$ cat config.mk
export PLATFORM = sky130hd
export DESIGN_NAME = lcd_bus_scheduler_flat
export DESIGN_NICKNAME = d
export VERILOG_FILES = /design/src/rtl/lcd_bus_if.sv /design/src/rtl/lcd_bus_scheduler.sv /design/src/flat_wrapper.sv
export SDC_FILE = /design/constraint.sdc
export NUM_CORES = 1
export LEC_CHECK = 0
export BUFFER_PORTS_ARGS = -buffer_cell sky130_fd_sc_hd__buf_2
export CAP_MARGIN = 20
export CELL_PAD_IN_SITES_DETAIL_PLACEMENT = 1
export CELL_PAD_IN_SITES_GLOBAL_PLACEMENT = 2
export CORE_MARGIN = 2
export CORE_UTILIZATION = 33
export CTS_CLUSTER_DIAMETER = 100
export DETAILED_ROUTE_END_ITERATION = 6
export MAX_ROUTING_LAYER = met4
export PLACE_DENSITY = 0.8
export SYNTH_ARGS = -nofsm -noshare
export SYNTH_HDL_FRONTEND = slang
export SYNTH_SLANG_ARGS = --single-unit
export TNS_END_PERCENT = 50
$ cat constraint.sdc
create_clock -name clk -period 2.7 [get_ports clk]
set_clock_uncertainty 0.1 [all_clocks]
set_input_delay 0.405 -clock clk [delete_from_list [all_inputs] [get_ports clk]]
set_output_delay 0.405 -clock clk [all_outputs]
set_load 0.05 [all_outputs]
$ cat src/rtl/lcd_bus_if.sv
// Requester handshake and LCD pin bundle for the character LCD bus scheduler.
// The master modport is the requester/pin side; the slave modport is the scheduler.
interface lcd_bus_if;
    logic       req0_valid;
    logic       req0_rs;
    logic [7:0] req0_data;
    logic       req0_ready;
    logic       req1_valid;
    logic       req1_rs;
    logic [7:0] req1_data;
    logic       req1_ready;
    logic       RS;
    logic       RW;
    logic       E;
    logic [7:0] data;
    logic       init_done;
    logic       busy;

    modport master (
        output req0_valid, req0_rs, req0_data,
        output req1_valid, req1_rs, req1_data,
        input  req0_ready, req1_ready,
        input  RS, RW, E, data, init_done, busy
    );

    modport slave (
        input  req0_valid, req0_rs, req0_data,
        input  req1_valid, req1_rs, req1_data,
        output req0_ready, req1_ready,
        output RS, RW, E, data, init_done, busy
    );
endinterface

$ cat src/rtl/lcd_bus_scheduler.sv
// HD44780-style 8-bit LCD bus owner: power-up init sequence, then round-robin
// sharing of the bus between two valid/ready requesters with exact E/exec timing.
module lcd_bus_scheduler #(
    parameter int T_POWERUP = 7500000,
    parameter int T_E_HIGH  = 25,
    parameter int T_CMD     = 2500,
    parameter int T_CLEAR   = 100000,
    parameter int CNT_W     = 23
) (
    input  logic     clk,
    input  logic     rst,
    lcd_bus_if.slave bus
);
    typedef enum logic [2:0] {
        PWR_WAIT,
        INIT_LOAD,
        IDLE,
        SETUP,
        PULSE,
        EXEC
    } state_t;

    localparam logic [CNT_W-1:0] L_POWERUP = CNT_W'(T_POWERUP - 1);
    localparam logic [CNT_W-1:0] L_E_HIGH  = CNT_W'(T_E_HIGH - 1);
    localparam logic [CNT_W-1:0] L_CMD     = CNT_W'(T_CMD - 1);
    localparam logic [CNT_W-1:0] L_CLEAR   = CNT_W'(T_CLEAR - 1);

    state_t           r_state;
    state_t           w_next;
    logic [CNT_W-1:0] r_timer;
    logic [CNT_W-1:0] w_limit;
    logic             r_rs;
    logic [7:0]       r_data;
    logic [1:0]       r_init_idx;
    logic             r_init_done;
    logic             r_last_grant;
    logic             w_expired;
    logic             w_long_wait;
    logic             w_grant0;
    logic             w_grant1;
    logic             w_ready0;
    logic             w_ready1;
    logic             w_e;
    logic             w_busy;

    function automatic logic [7:0] init_rom(input logic [1:0] idx);
        case (idx)
            2'd0:    init_rom = 8'h38;
            2'd1:    init_rom = 8'h0C;
            2'd2:    init_rom = 8'h06;
            default: init_rom = 8'h01;
        endcase
    endfunction

    // Clear and home are the only slow commands; the same bytes sent as data are not.
    assign w_long_wait = !r_rs && (r_data == 8'h01 || r_data == 8'h02);

    always_comb begin
        w_limit = '0;
        case (r_state)
            PWR_WAIT: w_limit = L_POWERUP;
            PULSE:    w_limit = L_E_HIGH;
            EXEC:     w_limit = w_long_wait ? L_CLEAR : L_CMD;
            default:  ;
        endcase
    end

    // Timer counts elapsed cycles in the current state, so dwell = limit + 1.
    assign w_expired = (r_timer == w_limit);

    // On a tie the requester that did not win last time is served.
    assign w_grant0 = r_init_done && bus.req0_valid && (!bus.req1_valid || r_last_grant);
    assign w_grant1 = r_init_done && bus.req1_valid && (!bus.req0_valid || !r_last_grant);

    always_comb begin
        w_next   = r_state;
        w_ready0 = 1'b0;
        w_ready1 = 1'b0;
        w_e      = 1'b0;
        w_busy   = 1'b1;
        case (r_state)
            PWR_WAIT:  if (w_expired) w_next = INIT_LOAD;
            INIT_LOAD: w_next = SETUP;
            IDLE: begin
                w_busy   = 1'b0;
                w_ready0 = w_grant0;
                w_ready1 = w_grant1;
                if (w_grant0 || w_grant1) w_next = SETUP;
            end
            SETUP:     w_next = PULSE;
            PULSE: begin
                w_e = 1'b1;
                if (w_expired) w_next = EXEC;
            end
            EXEC: begin
                if (w_expired)
                    w_next = (!r_init_done && r_init_idx != 2'd3) ? INIT_LOAD : IDLE;
            end
            default:   w_next = PWR_WAIT;
        endcase
    end

    always_ff @(posedge clk) begin
        if (rst) begin
            r_state      <= PWR_WAIT;
            r_timer      <= '0;
            r_rs         <= 1'b0;
            r_data       <= 8'h00;
            r_init_idx   <= 2'd0;
            r_init_done  <= 1'b0;
            r_last_grant <= 1'b1;
        end else begin
            r_state <= w_next;
            r_timer <= (w_next != r_state || r_state == IDLE) ? '0 : r_timer + CNT_W'(1);
            case (r_state)
                INIT_LOAD: begin
                    r_rs   <= 1'b0;
                    r_data <= init_rom(r_init_idx);
                end
                IDLE: begin
                    if (w_grant0) begin
                        r_rs         <= bus.req0_rs;
                        r_data       <= bus.req0_data;
                        r_last_grant <= 1'b0;
                    end else if (w_grant1) begin
                        r_rs         <= bus.req1_rs;
                        r_data       <= bus.req1_data;
                        r_last_grant <= 1'b1;
                    end
                end
                EXEC: begin
                    if (w_expired && !r_init_done) begin
                        if (r_init_idx == 2'd3) r_init_done <= 1'b1;
                        else                    r_init_idx  <= r_init_idx + 2'd1;
                    end
                end
                default: ;
            endcase
        end
    end

    assign bus.RS         = r_rs;
    assign bus.RW         = 1'b0;
    assign bus.E          = w_e;
    assign bus.data       = r_data;
    assign bus.init_done  = r_init_done;
    assign bus.busy       = w_busy;
    assign bus.req0_ready = w_ready0;
    assign bus.req1_ready = w_ready1;
endmodule
$ cat src/flat_wrapper.sv
// flat-port wrapper written by rule: the top's interface ports become plain ports
module lcd_bus_scheduler_flat 
#(
    parameter int T_POWERUP = 7500000,
    parameter int T_E_HIGH  = 25,
    parameter int T_CMD     = 2500,
    parameter int T_CLEAR   = 100000,
    parameter int CNT_W     = 23
)
  (clk, rst, bus_req0_valid, bus_req0_rs, bus_req0_data, bus_req1_valid, bus_req1_rs, bus_req1_data, bus_req0_ready, bus_req1_ready, bus_RS, bus_RW, bus_E, bus_data, bus_init_done, bus_busy);
  lcd_bus_if bus_i ();
  input  logic clk;
  input  logic rst;
  input wire logic [$bits(bus_i.req0_valid)-1:0] bus_req0_valid;
  input wire logic [$bits(bus_i.req0_rs)-1:0] bus_req0_rs;
  input wire logic [$bits(bus_i.req0_data)-1:0] bus_req0_data;
  input wire logic [$bits(bus_i.req1_valid)-1:0] bus_req1_valid;
  input wire logic [$bits(bus_i.req1_rs)-1:0] bus_req1_rs;
  input wire logic [$bits(bus_i.req1_data)-1:0] bus_req1_data;
  output wire logic [$bits(bus_i.req0_ready)-1:0] bus_req0_ready;
  output wire logic [$bits(bus_i.req1_ready)-1:0] bus_req1_ready;
  output wire logic [$bits(bus_i.RS)-1:0] bus_RS;
  output wire logic [$bits(bus_i.RW)-1:0] bus_RW;
  output wire logic [$bits(bus_i.E)-1:0] bus_E;
  output wire logic [$bits(bus_i.data)-1:0] bus_data;
  output wire logic [$bits(bus_i.init_done)-1:0] bus_init_done;
  output wire logic [$bits(bus_i.busy)-1:0] bus_busy;
  assign bus_i.req0_valid = bus_req0_valid;
  assign bus_i.req0_rs = bus_req0_rs;
  assign bus_i.req0_data = bus_req0_data;
  assign bus_i.req1_valid = bus_req1_valid;
  assign bus_i.req1_rs = bus_req1_rs;
  assign bus_i.req1_data = bus_req1_data;
  assign bus_req0_ready = bus_i.req0_ready;
  assign bus_req1_ready = bus_i.req1_ready;
  assign bus_RS = bus_i.RS;
  assign bus_RW = bus_i.RW;
  assign bus_E = bus_i.E;
  assign bus_data = bus_i.data;
  assign bus_init_done = bus_i.init_done;
  assign bus_busy = bus_i.busy;
  lcd_bus_scheduler #(.T_POWERUP(T_POWERUP), .T_E_HIGH(T_E_HIGH), .T_CMD(T_CMD), .T_CLEAR(T_CLEAR), .CNT_W(CNT_W)) u_core (.clk(clk), .rst(rst), .bus(bus_i));
endmodule
* Word level (Yosys, flattened, before mapping)
Index checks and enable logic that the tools add are counted.
Storage, ports and cells: register bits after elaboration 39, input port bits 22, output and inout port bits 15, word-level logic and storage cells 71
Operators by class: add/sub/neg operators 2, equality and inequality tests 14, muxes and demuxes 21, bitwise operators 1, reductions and logical operators 26
Operators by type and width (count):
- 23-bit one-hot mux with 3 select lines | 1
- 23-bit by 1-bit adder with 23-bit output (second input constant) | 1
- 23-bit == test | 1
- 3-bit one-hot mux with 6 select lines | 1
- 6-bit one-hot mux with 3 select lines | 1
- 17-bit 2-to-1 mux | 1
- 8-bit 2-to-1 mux | 2
- 8-bit one-hot mux with 2 select lines | 1
- 3-bit 2-to-1 mux | 4
- 8-bit by 1-bit == test with 1-bit output (second input constant) | 1
- 8-bit by 2-bit == test with 1-bit output (second input constant) | 1
- 1-bit 2-to-1 mux | 8
- 1-bit logical AND | 7
- 3-bit by 2-bit == test with 1-bit output (second input constant) | 2
- 3-bit == test (second input constant) | 2
- 3-bit AND reduction | 2
- 1-bit logical NOT | 5
- 1-bit logical OR | 5
- 2-bit == test (second input constant) | 2
- 2-bit AND reduction | 2
- 2-bit nonzero test | 2
- 3-bit by 1-bit == test with 1-bit output (second input constant) | 1
- 3-bit logical NOT | 1
- 3-bit by 1-bit != test with 1-bit output (second input constant) | 1
- other kinds (9) | 9

* Depth between registers and ports, before layout
word-level depth 11, depth in mapped cells 8, depth with buffers taken out 7

* Least setup slack after synthesis
Ideal clock, no wire load.
path kind register to output, start point reg u_core.r_state[1], end point out bus_req1_ready, data arrival time 3675 ps, required time 2195 ps, setup slack -1480 ps, cell stages (with the launch flop) 5, buffers on the path 1, cells stage by stage dfxtp_1 -> clkbuf_1 -> and2_1 -> inv_1 -> a2111oi_0
Between the ends: cells in the longest elaborated chain, start to end 2
RTL lines:
- start: declaration | RTL line lcd_bus_scheduler.sv:28 | state_t r_state;
- start signal: assignment | RTL line lcd_bus_scheduler.sv:113 | r_state <= w_next;
- 3-bit by 2-bit == test with 1-bit output | RTL line lcd_bus_scheduler.sv:81 | case (r_state)
- 1-bit 2-to-1 mux | RTL line lcd_bus_scheduler.sv:81
- end: declaration | RTL line flat_wrapper.sv:21 | output wire logic [$bits(bus_i.req1_ready)-1:0] bus_req1_ready;
Every way passes these cells.

* Worst setup path after layout
start point reg u_core.r_rs, in the netlist u_core.bus.RS, end point reg u_core.r_init_idx[0]
Between the ends: cells in the longest elaborated chain, start to end 7
RTL lines:
- start: declaration | RTL line lcd_bus_scheduler.sv:32 | logic r_rs;
- start signal: assignment | RTL line lcd_bus_scheduler.sv:122 | r_rs <= bus.req0_rs;
- start signal: assignment | RTL line lcd_bus_scheduler.sv:126 | r_rs <= bus.req1_rs;
- 1-bit logical NOT | RTL line lcd_bus_scheduler.sv:56 | assign w_long_wait = !r_rs && (r_data == 8'h01 || r_data == 8'h02);
- 1-bit logical AND | RTL line lcd_bus_scheduler.sv:56
- 17-bit 2-to-1 mux | RTL line lcd_bus_scheduler.sv:63 | EXEC: w_limit = w_long_wait ? L_CLEAR : L_CMD;
- 23-bit one-hot mux with 3 select lines | RTL line lcd_bus_scheduler.sv:60 | case (r_state)
- 23-bit == test | RTL line lcd_bus_scheduler.sv:69 | assign w_expired = (r_timer == w_limit);
- 1-bit logical AND | RTL line lcd_bus_scheduler.sv:132 | if (w_expired && !r_init_done) begin
- 3-bit AND reduction (no source line)
- end signal: assignment | RTL line lcd_bus_scheduler.sv:134 | else r_init_idx <= r_init_idx + 2'd1;
- end: declaration | RTL line lcd_bus_scheduler.sv:34 | logic [1:0] r_init_idx;
Every way passes these cells. A chain may end at the register's enable or synchronous reset.

==> results.cfg <==
[global_routing]
grt_pass1_wl_mm = 9.666
grt_usage_pct = 16.94
grt_max_degree = 24
gr-total-overflow = 0
grt_pass1_vias = 1983
antenna_found_initial = 0

[synthesis]
syn_nets = 297
synth_ff_type = dfxtp_1
ys_seq_area_share_pct = 34.86
ys.warnings.count = 0
async_flop_share_pct = 0
postSynthAreaPerCell_um2 = 8.295
syn_area_um2 = 2240
synth.distinct_cells = 50
synthesis.instances = 270
ys_ff_latch = 39
synth_edf_count = 0

[clock_tree]
tritoncts = built
clock_latency_ns = 0.30
numCtsBuffers = 5
cts.clk_slew.worst_paths_ns = 0.08
cts_resized = 0
ctsHoldBuffers = 0
h-tree-depth = 2
root_buffer = clkbuf_8
clock-sinks = 39
post_cts_buffers = 0
clk_path_buf_depth = 2

[finish]
diodes = 0
area_growth_pct = 15.47
fin_nets = 331
nFillCells = 838
fin_util_pct = 38.71
layout-drive-gt1-share_pct = 20.33
instances_no_fill = 385

[drt]
drc = 0
avgRoutedWirePerCell_um = 14.90
antenna_left = 0
wl_mm = 5.736
firstDrtPassIters = 4
vias = 2003
drt-initial-drc-count = 75
vias_per_cell = 5.203

[setup_path]
arrival_ns = 2.63
required_ns = 2.78
critPathLaunchType = flip-flop
reg2reg_depth = 6
reg2reg_setup_slack_ns = 0.15
setup.worst_path.class = flip-flop to flip-flop
endpoint_kind = flip-flop
crit_path_max_fanout = 7

[die]
die_h_um = 86.38
die-width_um = 86.38
row_count = 30
start_util_pct = 33.52
die_area_um2 = 7462
io_pins = 37
core-area_um2 = 6681

[pwr]
leakagePower_nw = 1.053
vdd_drop_max_mv = 0.1986
power_mw = 1.027
p_per_area_nw_per_um2 = 397.0

[sta]
fin_tns_setup_ns = 0
hold_viol = 0
fin_crit_sh_pct = 94.44
drv_slew = 0
fmax_mhz = 392.2
period_minus_slack_ns = 2.550
grt_setup_unrepaired = no
hold_ws_ns = 0.3668
setup_viol = 0

[placed_design]
gp_congestion = 0.7830
dp_hpwl_mm = 4.401
dp.cells = 376
numPortBuffers = 35

[min_path]
min_path_type = flip-flop to flip-flop
holdPathStages = 2

[status]
status = complete, no violations

[run]
max_cap_viol_count = 0
[final timing paths]
kind / start / to
max: u_core.bus.RS$_SDFFE_PP0P_ / u_core.r_init_idx[0]$_SDFFE_PP0P_
min: u_core.bus.data[3]$_SDFFE_PP0P_ / u_core.bus.data[3]$_SDFFE_PP0P_
max reg2reg: u_core.bus.RS$_SDFFE_PP0P_ / u_core.r_init_idx[0]$_SDFFE_PP0P_
min reg2reg: u_core.bus.data[3]$_SDFFE_PP0P_ / u_core.bus.data[3]$_SDFFE_PP0P_
[state kept, by name, indices dropped and copies added, names as in the netlist]
name,count
u_core.bus.init_done,1
u_core.bus.data,8
u_core.r_init_idx,2
u_core.bus.RS,1
u_core.r_timer,23
u_core.r_state,3
u_core.r_last_grant,1
[routing by layer]
metal	part of all wire, %	up-vias	track usage [%]	routed length (µm)
met1	51	964	23.42	2911
li1	-	1013	-	-
met3	2.8	4	3.238	161
met5	0	-	-	0
met2	46	22	25.31	2621
met4	0.73	0	4.688	42
[stage by stage]
stage	setup WS (ns)	area, µm²
6_report	0.1501	2586
3_5_place_dp	0.06218	2497
2_1_floorplan	0.01669	2258
4_1_cts	0.04142	2579
3_3_place_gp	0.1031	2497
5_1_grt	0.005435	2586
[power breakdown]
part | internal, mW | switching, mW
clock network | 0.182 | 0.215
logic | 0.0199 | 0.0259
registers | 0.579 | 0.00598
[critical path: stages, from the launching register on]
cell,delay (ns)
dfxtp_1,0.33
or4_4,0.57
or4_1,0.54
a211oi_2,0.36
a221oi_4,0.11
nand3_2,0.14
mux2_4,0.30
[cells in the final DEF, fill, tap and decap left out, drive strengths merged, types with 8 or more instances in the layout]
| master | count |
|---|---|
| nor2 | 56 |
| buf | 42 |
| dfxtp | 39 |
| nand2 | 13 |
| mux2i | 12 |
| xnor2 | 12 |
| a21oi | 11 |
| xor2 | 11 |
| nand3 | 11 |
| inv | 10 |
| nor3 | 8 |
[cell families (layout without fill, tap and decap cells)]
kind of cell	Yosys count	after routing	synth area share [%]
and+or+nand+nor	125	125	28.05
AOI/OAI and AO/OA	39	39	13.80
DFF	39	39	34.86
buffers and inverters	25	60	5.308
xor gates and xnor gates	23	23	8.994
muxes	13	13	6.034
adders and majority gates	5	5	2.793
other	1	1	0.1674
[cells in the mapped netlist, drive strengths merged, types with 5 or more instances]
| cell type | count | area share, % |
|---|---|---|
| ha | 5 | 2.8 |
| nor2 | 56 | 9.5 |
| xnor2 | 12 | 4.7 |
| xor2 | 11 | 4.3 |
| mux2i | 12 | 5.4 |
| nand2 | 13 | 2.2 |
| inv | 10 | 1.7 |
| a21oi | 11 | 2.5 |
| nand4 | 7 | 2.0 |
| clkbuf | 7 | 1.2 |
| nand3 | 11 | 2.7 |
| buf | 8 | 2.5 |
| a211oi | 7 | 2.6 |
| dfxtp | 39 | 35 |
| nor3 | 8 | 2.3 |
| o21ai | 5 | 1.1 |
[area by class of cell]
type                       count  area [µm²]  share of cell area (%)
multi-input combinational    206        1359                   52.54
sequential                    39       780.7                   30.19
timing repair buffer          42       227.7                   8.805
tap                           80       100.1                   3.870
clock buffer                   7       76.32                   2.951
inverter                      10       37.54                   1.451
clock inverter                 1       5.005                  0.1935
Power figures use the tool's default switching activity.
